--- src/rtl/sync_fifo_pkg.sv ---
// Shared defaults and helpers for the single-clock FIFO.
package sync_fifo_pkg;
  localparam int DATA_WIDTH_D = 8;
  localparam int ADD_WIDTH_D  = 4;

  function automatic int fifo_depth(input int aw);
    return 1 << aw;
  endfunction
endpackage

--- src/rtl/sync_fifo_mem.sv ---
// Dual-port storage: synchronous write, registered read. Array is not reset;
// only the read register is, so r_data comes up as zero.
module sync_fifo_mem
  import sync_fifo_pkg::*;
#(
  parameter int DW = DATA_WIDTH_D,
  parameter int AW = ADD_WIDTH_D
) (
  input  logic          clk,
  input  logic          rst_n,
  input  logic          we,
  input  logic [AW-1:0] waddr,
  input  logic [DW-1:0] wdata,
  input  logic          re,
  input  logic [AW-1:0] raddr,
  output logic [DW-1:0] rdata
);
  localparam int DEPTH = fifo_depth(AW);

  logic [DW-1:0] mem_q [DEPTH];
  logic [DW-1:0] rdata_q;

  always_ff @(posedge clk) begin
    if (we) mem_q[waddr] <= wdata;
  end

  always_ff @(posedge clk or negedge rst_n) begin
    if (!rst_n)  rdata_q <= '0;
    else if (re) rdata_q <= mem_q[raddr];
  end

  assign rdata = rdata_q;
endmodule

--- src/rtl/sync_fifo.sv ---
// Single-clock FIFO: wrap-bit pointers, occupancy/almost flags, registered
// read port and sticky overflow/underflow flags.
module sync_fifo
  import sync_fifo_pkg::*;
#(
  parameter int data_width   = DATA_WIDTH_D,
  parameter int add_width    = ADD_WIDTH_D,
  parameter int afull_level  = 14,
  parameter int aempty_level = 2
) (
  input  logic                  wclk,
  input  logic                  wrst_n,
  input  logic                  w_en,
  input  logic [data_width-1:0] w_data,
  input  logic                  r_en,
  input  logic                  err_clr,
  output logic [data_width-1:0] r_data,
  output logic                  r_valid,
  output logic                  wfull,
  output logic                  rempty,
  output logic                  almost_full,
  output logic                  almost_empty,
  output logic [add_width:0]    count,
  output logic                  overflow,
  output logic                  underflow
);
  logic [add_width:0] wptr_q, wptr_d, rptr_q, rptr_d;
  logic               rvalid_q, rvalid_d;
  logic               ovf_q, ovf_d, unf_q, unf_d;
  logic               wr_ok, rd_ok;

  // Equal pointers = empty; same address on opposite laps = full.
  assign rempty = (wptr_q == rptr_q);
  assign wfull  = (wptr_q[add_width] != rptr_q[add_width]) &&
                  (wptr_q[add_width-1:0] == rptr_q[add_width-1:0]);
  assign count  = wptr_q - rptr_q;

  assign almost_full  = int'(count) >= afull_level;
  assign almost_empty = int'(count) <= aempty_level;

  assign wr_ok = w_en && !wfull;
  assign rd_ok = r_en && !rempty;

  always_comb begin
    wptr_d   = wptr_q;
    rptr_d   = rptr_q;
    rvalid_d = rd_ok;
    if (wr_ok) wptr_d = wptr_q + 1'b1;
    if (rd_ok) rptr_d = rptr_q + 1'b1;
    // A new error in the clearing cycle keeps the flag set.
    ovf_d = (w_en && wfull)  || (ovf_q && !err_clr);
    unf_d = (r_en && rempty) || (unf_q && !err_clr);
  end

  always_ff @(posedge wclk or negedge wrst_n) begin
    if (!wrst_n) begin
      wptr_q   <= '0;
      rptr_q   <= '0;
      rvalid_q <= 1'b0;
      ovf_q    <= 1'b0;
      unf_q    <= 1'b0;
    end else begin
      wptr_q   <= wptr_d;
      rptr_q   <= rptr_d;
      rvalid_q <= rvalid_d;
      ovf_q    <= ovf_d;
      unf_q    <= unf_d;
    end
  end

  sync_fifo_mem #(.DW(data_width), .AW(add_width)) u_mem (
    .clk   (wclk),
    .rst_n (wrst_n),
    .we    (wr_ok),
    .waddr (wptr_q[add_width-1:0]),
    .wdata (w_data),
    .re    (rd_ok),
    .raddr (rptr_q[add_width-1:0]),
    .rdata (r_data)
  );

  assign r_valid   = rvalid_q;
  assign overflow  = ovf_q;
  assign underflow = unf_q;
endmodule

--- config.mk ---
export PLATFORM = sky130hd
export DESIGN_NAME = sync_fifo
export DESIGN_NICKNAME = d
export VERILOG_FILES = /design/src/rtl/sync_fifo_pkg.sv /design/src/rtl/sync_fifo_mem.sv /design/src/rtl/sync_fifo.sv
export SDC_FILE = /design/constraint.sdc
export NUM_CORES = 1
export LEC_CHECK = 0
export ABC_CLOCK_PERIOD_IN_PS = 5670
export BUFFER_PORTS_ARGS = -buffer_cell sky130_fd_sc_hd__buf_2
export CORE_MARGIN = 5
export CORE_UTILIZATION = 36
export DETAILED_ROUTE_END_ITERATION = 12
export PLACE_DENSITY = 0.52
export SLEW_MARGIN = 20
export SYNTH_ARGS = -nofsm -noshare
export SYNTH_HDL_FRONTEND = slang
export SYNTH_SLANG_ARGS = --single-unit
--- constraint.sdc ---
create_clock -name wclk -period 5.67 [get_ports wclk]
set_clock_uncertainty 0.05 [all_clocks]
set_input_delay 0.567 -clock wclk [delete_from_list [all_inputs] [get_ports wclk]]
set_output_delay 0.567 -clock wclk [all_outputs]
set_load 0.1 [all_outputs]
### After elaboration in Yosys (flattened, before gate mapping)

Memories as Yosys holds them, arrays and structs flattened. A register that Yosys moved wholly into a read port is not among the register bits.
Index checks and enable logic that the tools add are counted.

| storage, ports and cells | value |
|---|---|
| latch bits | 0 |
| input bits | 13 |
| ROM bits | 0 |
| bits in writable memories | 128 |
| register bits after elaboration | 13 |
| memories | 1 |
| output and inout bits | 20 |

Memories:

| memory | depth | bits a word | rd ports | clocked after memory_dff | write ports | RTL line | text |
|---|---|---|---|---|---|---|---|
| u_mem.mem_q | 16 | 8 | 1 | 1 | 1 | sync_fifo_mem.sv:20 | `logic [DW-1:0] mem_q [DEPTH];` |

| cells by class | value |
|---|---|
| mux-type cells | 2 |
| eq/ne operators | 3 |
| $mul | 0 |
| reductions and logical operators | 13 |
| shift-type cells | 0 |
| order comparisons | 2 |
| divide/modulo/power cells | 0 |
| bitwise operators | 0 |
| add/subtract/negate cells | 3 |

Operators by type and width:

| operator | number |
|---|---|
| $add 5x1->5 const B | 2 |
| $logic_and 1x1->1 | 7 |
| $eq 5x5->1 | 1 |
| $ge 5x4->1 const B | 1 |
| $le 5x2->1 const B | 1 |
| $sub 5x5->5 | 1 |
| $eq 4x4->1 | 1 |
| $logic_not 1->1 | 4 |
| $logic_or 1x1->1 | 2 |
| $mux 1 | 2 |
| $ne 1x1->1 | 1 |

### Depth between registers and ports, before layout

Gate-level depths: netlist of run 1.

| logic depth | value |
|---|---|
| depth in word-level cells | 6 |
| depth in mapped cells | 8 |
| depth with buffers taken out | 8 |

### Cells and area by module

From an unflattened synthesis of run 1, not the netlist that was laid out.

| second synthesis, totals | value |
|---|---|
| cell total of the unflattened synthesis | 313 |
| area total of the unflattened synthesis | 6130.9 µm² |

Modules (own cells, without submodules):

| module | area each (µm²) | cells each | times used |
|---|---|---|---|
| sync_fifo_mem | 5331.4 | 240 | 1 |
| sync_fifo | 799.5 | 73 | 1 |

### Worst setup path after synthesis of run 1

No wires, ideal clock.

| path | value |
|---|---|
| path kind | flip-flop to output port |
| start point | register wptr_q[0] |
| end point | output almost_empty |
| buffers on the path | 0 |
| cell stages (with the launch flop) | 9 |
| arrival time | 4.609 ns |
| required time | 5.053 ns |
| path slack | 0.444 ns |
| cell sequence | dfrtp_1 > inv_1 > ha_1 > inv_1 > fa_1 > a21o_1 > a21oi_1 > xnor2_1 > a211oi_1 |

| on the way | value |
|---|---|
| word-level cells in the longest chain between the ends | 2 |

RTL lines:

| what | RTL line | text |
|---|---|---|
| start, declared | sync_fifo.sv:27 | `logic [add_width:0] wptr_q, wptr_d, rptr_q, rptr_d;` |
| start signal, assigned | sync_fifo.sv:63 | `wptr_q <= wptr_d;` |
| $sub 5x5->5 | sync_fifo.sv:36 | `assign count = wptr_q - rptr_q;` |
| named net count[4] | sync_fifo.sv:23 | `output logic [add_width:0] count,` |
| $le 5x2->1 | sync_fifo.sv:39 | `assign almost_empty = int'(count) <= aempty_level;` |
| end, declared | sync_fifo.sv:22 | `output logic almost_empty,` |

The timed path passes the listed nets, and every way through them passes these cells.

### Final worst setup path of run 1

| path | value |
|---|---|
| start point | register rptr_q[2] |
| end point | output almost_empty |

| on the way | value |
|---|---|
| word-level cells in the longest chain between the ends | 2 |

RTL lines:

| what | RTL line | text |
|---|---|---|
| start, declared | sync_fifo.sv:27 |  |
| start signal, assigned | sync_fifo.sv:64 | `rptr_q <= rptr_d;` |
| $sub 5x5->5 | sync_fifo.sv:36 |  |
| $le 5x2->1 | sync_fifo.sv:39 |  |

Every way passes these cells.

==> results of run 1 <==
cells in the mapped netlist, drive strengths merged, types with 2 or more instances:
cell type,n
xnor2,9
nand2,10
xor2,3
dfrtp,21
a21o,2
clkbuf,2
a31oi,8
mux2i,32
o22ai,16
edfxtp,128
inv,10
buf,12
o21ai,5
a21boi,2
nand4,5
nand3b,2
mux4,16
nand2b,2
ha,9
nor2,31
a22oi,8
nor3,4
worst max-delay path: cells and delay by family (launching register included):
family                     cells  cell delay, ns
DFF                            1            1.00
buffers and inverters          2            0.57
adders and majority gates      1            0.40
AOI/OAI and AO/OA              2            0.38
and+or+nand+nor                1            0.35
path summary, 6_finish.rpt:
kind | to | slack (ns)
min in group wclk | overflow$_DFF_PN0_ | 0.30
min | rptr_q[4]$_DFFE_PN0P_ | 0.05
max | almost_empty | 1.94
max in group asynchronous | rptr_q[0]$_DFFE_PN0P_ | 5.17
max reg2reg | u_mem.mem_q[1][6]$_DFFE_PP_ | 1.99
min reg2reg | wptr_q[4]$_DFFE_PN0P_ | 0.48
kinds of logic after synthesis:
group           Yosys count  synth area share [%]
compound gates           45                  5.03
flops                   149                  72.6
simple gates             60                  4.55
xor+xnor                 12                  1.75
buf+inv                  24                  2.49
fa+ha+maj                10                  2.20
mux                      48                  11.4
state kept, by name, summed over array words and instances (netlist names):
signal / cells
overflow: 1
r_valid: 1
rptr_q: 5
u_mem.mem_q: 128
u_mem.rdata: 8
underflow: 1
wptr_q: 5
per-stage QoR:
stage,worst slack (ns),instances,utilization (%),hold slack (ns),instance area (sq um)
after global placement,2.10,587,38.4,0.466,6350
after CTS,1.90,619,41.8,0.0444,6920
final,1.94,619,41.9,0.0540,6930
after detailed placement,1.93,587,38.4,0.478,6350
after global routing,1.71,619,41.9,0.0800,6930
after floorplan,0.444,348,-,0.221,6020
per-layer routing:
| metal | track usage [%] | vias up | share of wire [%] |
|---|---|---|---|
| li1 | - | 1440 | - |
| met5 | 0 | - | 0 |
| met4 | 7.05 | 0 | 2.5 |
| met3 | 3.74 | 19 | 4.8 |
| met1 | 19.1 | 1556 | 47 |
| met2 | 20.3 | 77 | 46 |
final cells by class:
class | count | area (sq um)
clock inverters | 10 | 66.3
well taps | 220 | 275
multi-input cells | 175 | 1510
inverters | 10 | 37.5
flip-flops and latches | 149 | 4370
repair buffers | 33 | 168
fillers | 1471 | 9600
clock buffers | 22 | 495
layout by cell type, fill, tap and decap left out, types with 2 or more instances in the layout:
master and instances:
nor3_1 2, a22oi_1 8, mux4_1 2, clkbuf_8 3
clkinv_2 3, mux2i_1 32, a21o_1 2, nand2b_1 2
nand3b_1 2, a21boi_2 2, edfxtp_1 128, nor2_1 31
buf_2 32, o22ai_1 16, inv_4 4, clkinv_4 2
nor3_2 2, nand4_1 5, nand2_1 10, xnor2_1 9
dfrtp_1 20, o21ai_0 5, inv_1 10, xor2_1 3
a31oi_1 8, ha_1 9, mux4_2 14, clkbuf_16 18
==> metrics.cfg, run 1 <==
[run_status]
status=complete, no violations

[clocking]
cts_repair_resize_count=0
tritoncts_clock_tree=done
numCtsBuffers=17
ctsRootBufferMaster=clkbuf_16
ctsHoldBuffers=0
clock_insertion_delay_worst_skew_ns=0.42
cts_max_path_buffers=2
cts_setup_buffers=0
clock_transition_time_at_the_flip_flop_clock_pins_of_the_worst_setup_and_hold_paths_ns=0.06
cts_htree_levels=4
sinks_on_the_clock_net=149

[sta]
hold_viol=0
grt_setup_unrepaired=no
setup_violations=0
finalCritPeriodShare_pct=65.8
fmax_ghz=0.268
timing_max_transition_violations_final=0
worstMarginPinSlew_ns=1.08
layout_min_cycle_time_ns=3.73
fin_setup_tns_ns=0
slew-limit-headroom_pct=27.7

[min_path]
min-delay-path-class=input pin to asynchronous set/reset pin

[cells_and_area]
diodes=0
nNetsFinal=409
area.growth.synth_to_final_pct=15.0
layout-drive-gt1-share_pct=20.8

[placement]
globalplace.congestion=0.806
io_buffer_count=32
post_detail_place_hpwl_microns=8580

[floorplanning]
die_x_microns=139
row_count=47
core_region_area_sq_um=16500
die-height_microns=139
fp.dieArea_sq_um=19400
ioPinCount=33
floorplan.initialDensity_pct=36.4

[detailed_routing]
detail_route.drc_violations=0
avgViaCountPerCell=5.00
drtPass1Iterations=5
average_routed_wire_per_standard_cell_microns=20.4
detail_route.iter0.violations=223
ant_nets=0
drt-total-wl_microns=12700
num_vias=3092

[run]
drv_cap=0

[critical_path]
worst-path-max-fanout=24
timing.critical_path.cells=inv_1, ha_1, o21a_1, or3_1, a211oi_1, buf_2
startpoint=rptr_q[2]$_DFFE_PN0P_
worst_path_largest_cell_delay_ns=1.00
critical_path_arrival_ns=3.11
setup.worst_path.start_class=flop
critical_path.slowest_cell=dfrtp_1
endpoint_kind=primary output
worst-endpoint-required_ns=5.05
ff2ff_path_depth=6
worst-setup-path-type=flop to primary output
regToRegStartpoint=rptr_q[2]$_DFFE_PN0P_

[global_routing]
grt-ovfl-total=0
grt_antenna_before_repair=0
global_route_wire_length_before_repair_microns=19700
grt_start_max_net_pins=52
grt_usage_pct=13.9
first_global_vias=3241

[logic_synthesis]
post-synth-top-area-cell=edfxtp_1
flip_flop_and_latch_count_after_synthesis=149
post_synth_main_area_contributors=edfxtp_1, dfrtp_1, mux2i_1, mux4_2, nor2_1
postSynthCellCount=348
asyncSetResetFlopFracSynth_pct=14.1
synth_enable_flop_cells=128
synth.avg_cell_area_sq_um=17.3
synthDistinctLibCells=37
yosysWarningCount=0
mappedNetlistNets=371
synth_top_flop_cell=edfxtp_1
yosysSeqAreaShare_pct=72.6
synth_top_cell_area_share_pct=63.8
synth_area_sq_um=6020

Power of run 1 is left out: the tool's default activity adds up to more than one toggle a clock period on the data nets, which glitch-free logic cannot reach.
==> inputs of run 2 (changes only) <==
--- a/config.mk
+++ b/config.mk
@@ -5,12 +5,12 @@
 export SDC_FILE = /design/constraint.sdc
 export NUM_CORES = 1
 export LEC_CHECK = 0
-export ABC_CLOCK_PERIOD_IN_PS = 5670
+export ABC_CLOCK_PERIOD_IN_PS = 3160
 export BUFFER_PORTS_ARGS = -buffer_cell sky130_fd_sc_hd__buf_2
 export CORE_MARGIN = 5
 export CORE_UTILIZATION = 36
 export DETAILED_ROUTE_END_ITERATION = 12
-export PLACE_DENSITY = 0.52
+export PLACE_DENSITY = 0.54
 export SLEW_MARGIN = 20
 export SYNTH_ARGS = -nofsm -noshare
 export SYNTH_HDL_FRONTEND = slang
==> constraint.sdc (replaced) <==
create_clock -name wclk -period 3.16 [get_ports wclk]
set_clock_uncertainty 0.05 [all_clocks]
set_input_delay 0.316 -clock wclk [delete_from_list [all_inputs] [get_ports wclk]]
set_output_delay 0.316 -clock wclk [all_outputs]
set_load 0.1 [all_outputs]
==> metrics.cfg, run 2 (synthesized netlist as in run 1, its figures left out) <==
[clocking]
cts_max_path_buffers=2  ; unchanged
clock_insertion_delay_worst_skew_ns=0.42  ; about the same
tritoncts_clock_tree=done
clock_transition_time_at_the_flip_flop_clock_pins_of_the_worst_setup_and_hold_paths_ns=0.06  ; about the same
numCtsBuffers=17  ; unchanged
cts_htree_levels=4  ; unchanged
sinks_on_the_clock_net=149  ; unchanged
ctsRootBufferMaster=clkbuf_16
cts_setup_buffers=0  ; unchanged

[detailed_routing]
avgViaCountPerCell=5.09  ; +1.9%
num_vias=3242  ; +4.9%
ant_nets=0  ; unchanged
average_routed_wire_per_standard_cell_microns=19.8  ; -3.1%
detail_route.iter0.violations=304  ; +36%
detail_route.drc_violations=0  ; unchanged
drtPass1Iterations=5  ; unchanged
drt-total-wl_microns=12600  ; -0.28%

[global_routing]
met2_grt_util_pct=20.9  ; +0.64 points
grt_usage_pct=13.6  ; -0.26 points
grt_start_max_net_pins=52  ; unchanged
grt_busiest_layer=met2
met1_resource_use_gr_pct=18.3  ; -0.85 points
grt_antenna_before_repair=0  ; unchanged
grtUsageMet3_pct=4.29  ; +0.55 points
grt-ovfl-total=0  ; unchanged
first_global_vias=3316  ; +2.3%
global_route_wire_length_before_repair_microns=19700  ; +0.35%

[cells_and_area]
final_common_cell=edfxtp_1
diodes=0  ; unchanged
largest_register_ffs=128  ; unchanged
final_cell_mix=edfxtp_1, mux2i_1, nor2_1, buf_2, dfrtp_1
nNetsFinal=427  ; +4.4%
layout-drive-gt1-share_pct=23.5  ; +2.7 points
area.growth.synth_to_final_pct=19.4
registers.top_by_ff_count=u_mem.mem_q

[placement]
post_detail_place_hpwl_microns=8340  ; -2.7%
io_buffer_count=32  ; unchanged
globalplace.congestion=0.781  ; -3.1%

[floorplanning]
fp.dieArea_sq_um=19400  ; unchanged
floorplan.initialDensity_pct=36.4  ; unchanged
die_x_microns=139  ; unchanged
core_region_area_sq_um=16500  ; unchanged
ioPinCount=33  ; unchanged
row_count=47  ; unchanged
die-height_microns=139  ; unchanged

[run_status]
status=complete, no violations

[run]
drv_cap=0  ; unchanged

[sta]
layout_min_cycle_time_ns=2.99
grt_setup_unrepaired=no
worstMarginPinSlew_ns=0.969  ; -0.107 ns
finalCritPeriodShare_pct=94.5
hold_viol=0  ; unchanged
slew-limit-headroom_pct=35.4  ; +7.7 points
timing_max_transition_violations_final=0  ; unchanged
fmax_ghz=0.335
setup_violations=0  ; unchanged
fin_setup_tns_ns=0  ; unchanged

[critical_path]
startpoint=rptr_q[1]$_DFFE_PN0P_
regToRegStartpoint=wptr_q[2]$_DFFE_PN0P_
endpoint_kind=primary output
setup.worst_path.start_class=flop
critical_path_arrival_ns=2.62  ; -0.49 ns
worst-path-max-fanout=8  ; -67%
worst-setup-path-type=flop to primary output
worst-endpoint-required_ns=2.79  ; -2.26 ns

[min_path]
min-delay-start=err_clr
min-delay-path-class=input pin to flop

==> run 2: cell type report <==
type                       count  area [sq um]
inverter                      10          37.5
clock buffer                  22           444
sequential                   149          4370
timing repair buffer          51           365
clock inverter                10           130
fill                        1454          9340
multi-input combinational    175          1570
tap                          220           275
==> run 2: timing repair <==
action / 4_1_cts / 5_1_grt
endpoints found under the hold margin: 21 / 0
hold buffers: 1 / 0
resized for setup: 0 / 0
==> run 2: worst paths after layout <==
| path | endpoint | slack (ns) | cells after the start |
|---|---|---|---|
| setup / recovery | almost_full | 0.17 | 7 |
| hold / removal | overflow$_DFF_PN0_ | 0.03 | 2 |
| setup reg to reg | u_mem.mem_q[12][5]$_DFFE_PP_ | 0.61 | 6 |
| hold reg to reg | rptr_q[4]$_DFFE_PN0P_ | 0.48 | 1 |
| max in group asynchronous | rptr_q[0]$_DFFE_PN0P_ | 2.38 | 2 |
| min in group asynchronous | underflow$_DFF_PN0_ | 0.33 | 2 |
==> run 2: through the flow <==
stage | hold slack (ns) | utilization (%) | cells | setup slack, ns | cell area (sq um)
2_1_floorplan | -0.0296 | - | 348 | 0.0162 | 6090
3_3_place_gp | 0.245 | 40.0 | 604 | 0.632 | 6610
3_5_place_dp | 0.251 | 40.0 | 604 | 0.613 | 6610
4_1_cts | 0.0116 | 43.5 | 637 | 0.139 | 7190
5_1_grt | 0.0288 | 43.5 | 637 | 0.0104 | 7190
6_report | 0.0347 | 43.5 | 637 | 0.175 | 7190
==> run 2: routing by layer <==
metal	vias up	wire, microns
met4	0	178
li1	1470	-
met5	-	0
met2	99	6020
met1	1659	5660
met3	14	761
==> run 2: critical path, cell delays in order, from the launching register on <==
cell and delay [ns]:
dfrtp_1 0.47, inv_1 0.17, ha_1 0.36, nor2b_1 0.14, o21a_1 0.17, o21ai_0 0.40
a41o_1 0.30, buf_12 0.18
Power of run 2 is left out for the same reason.
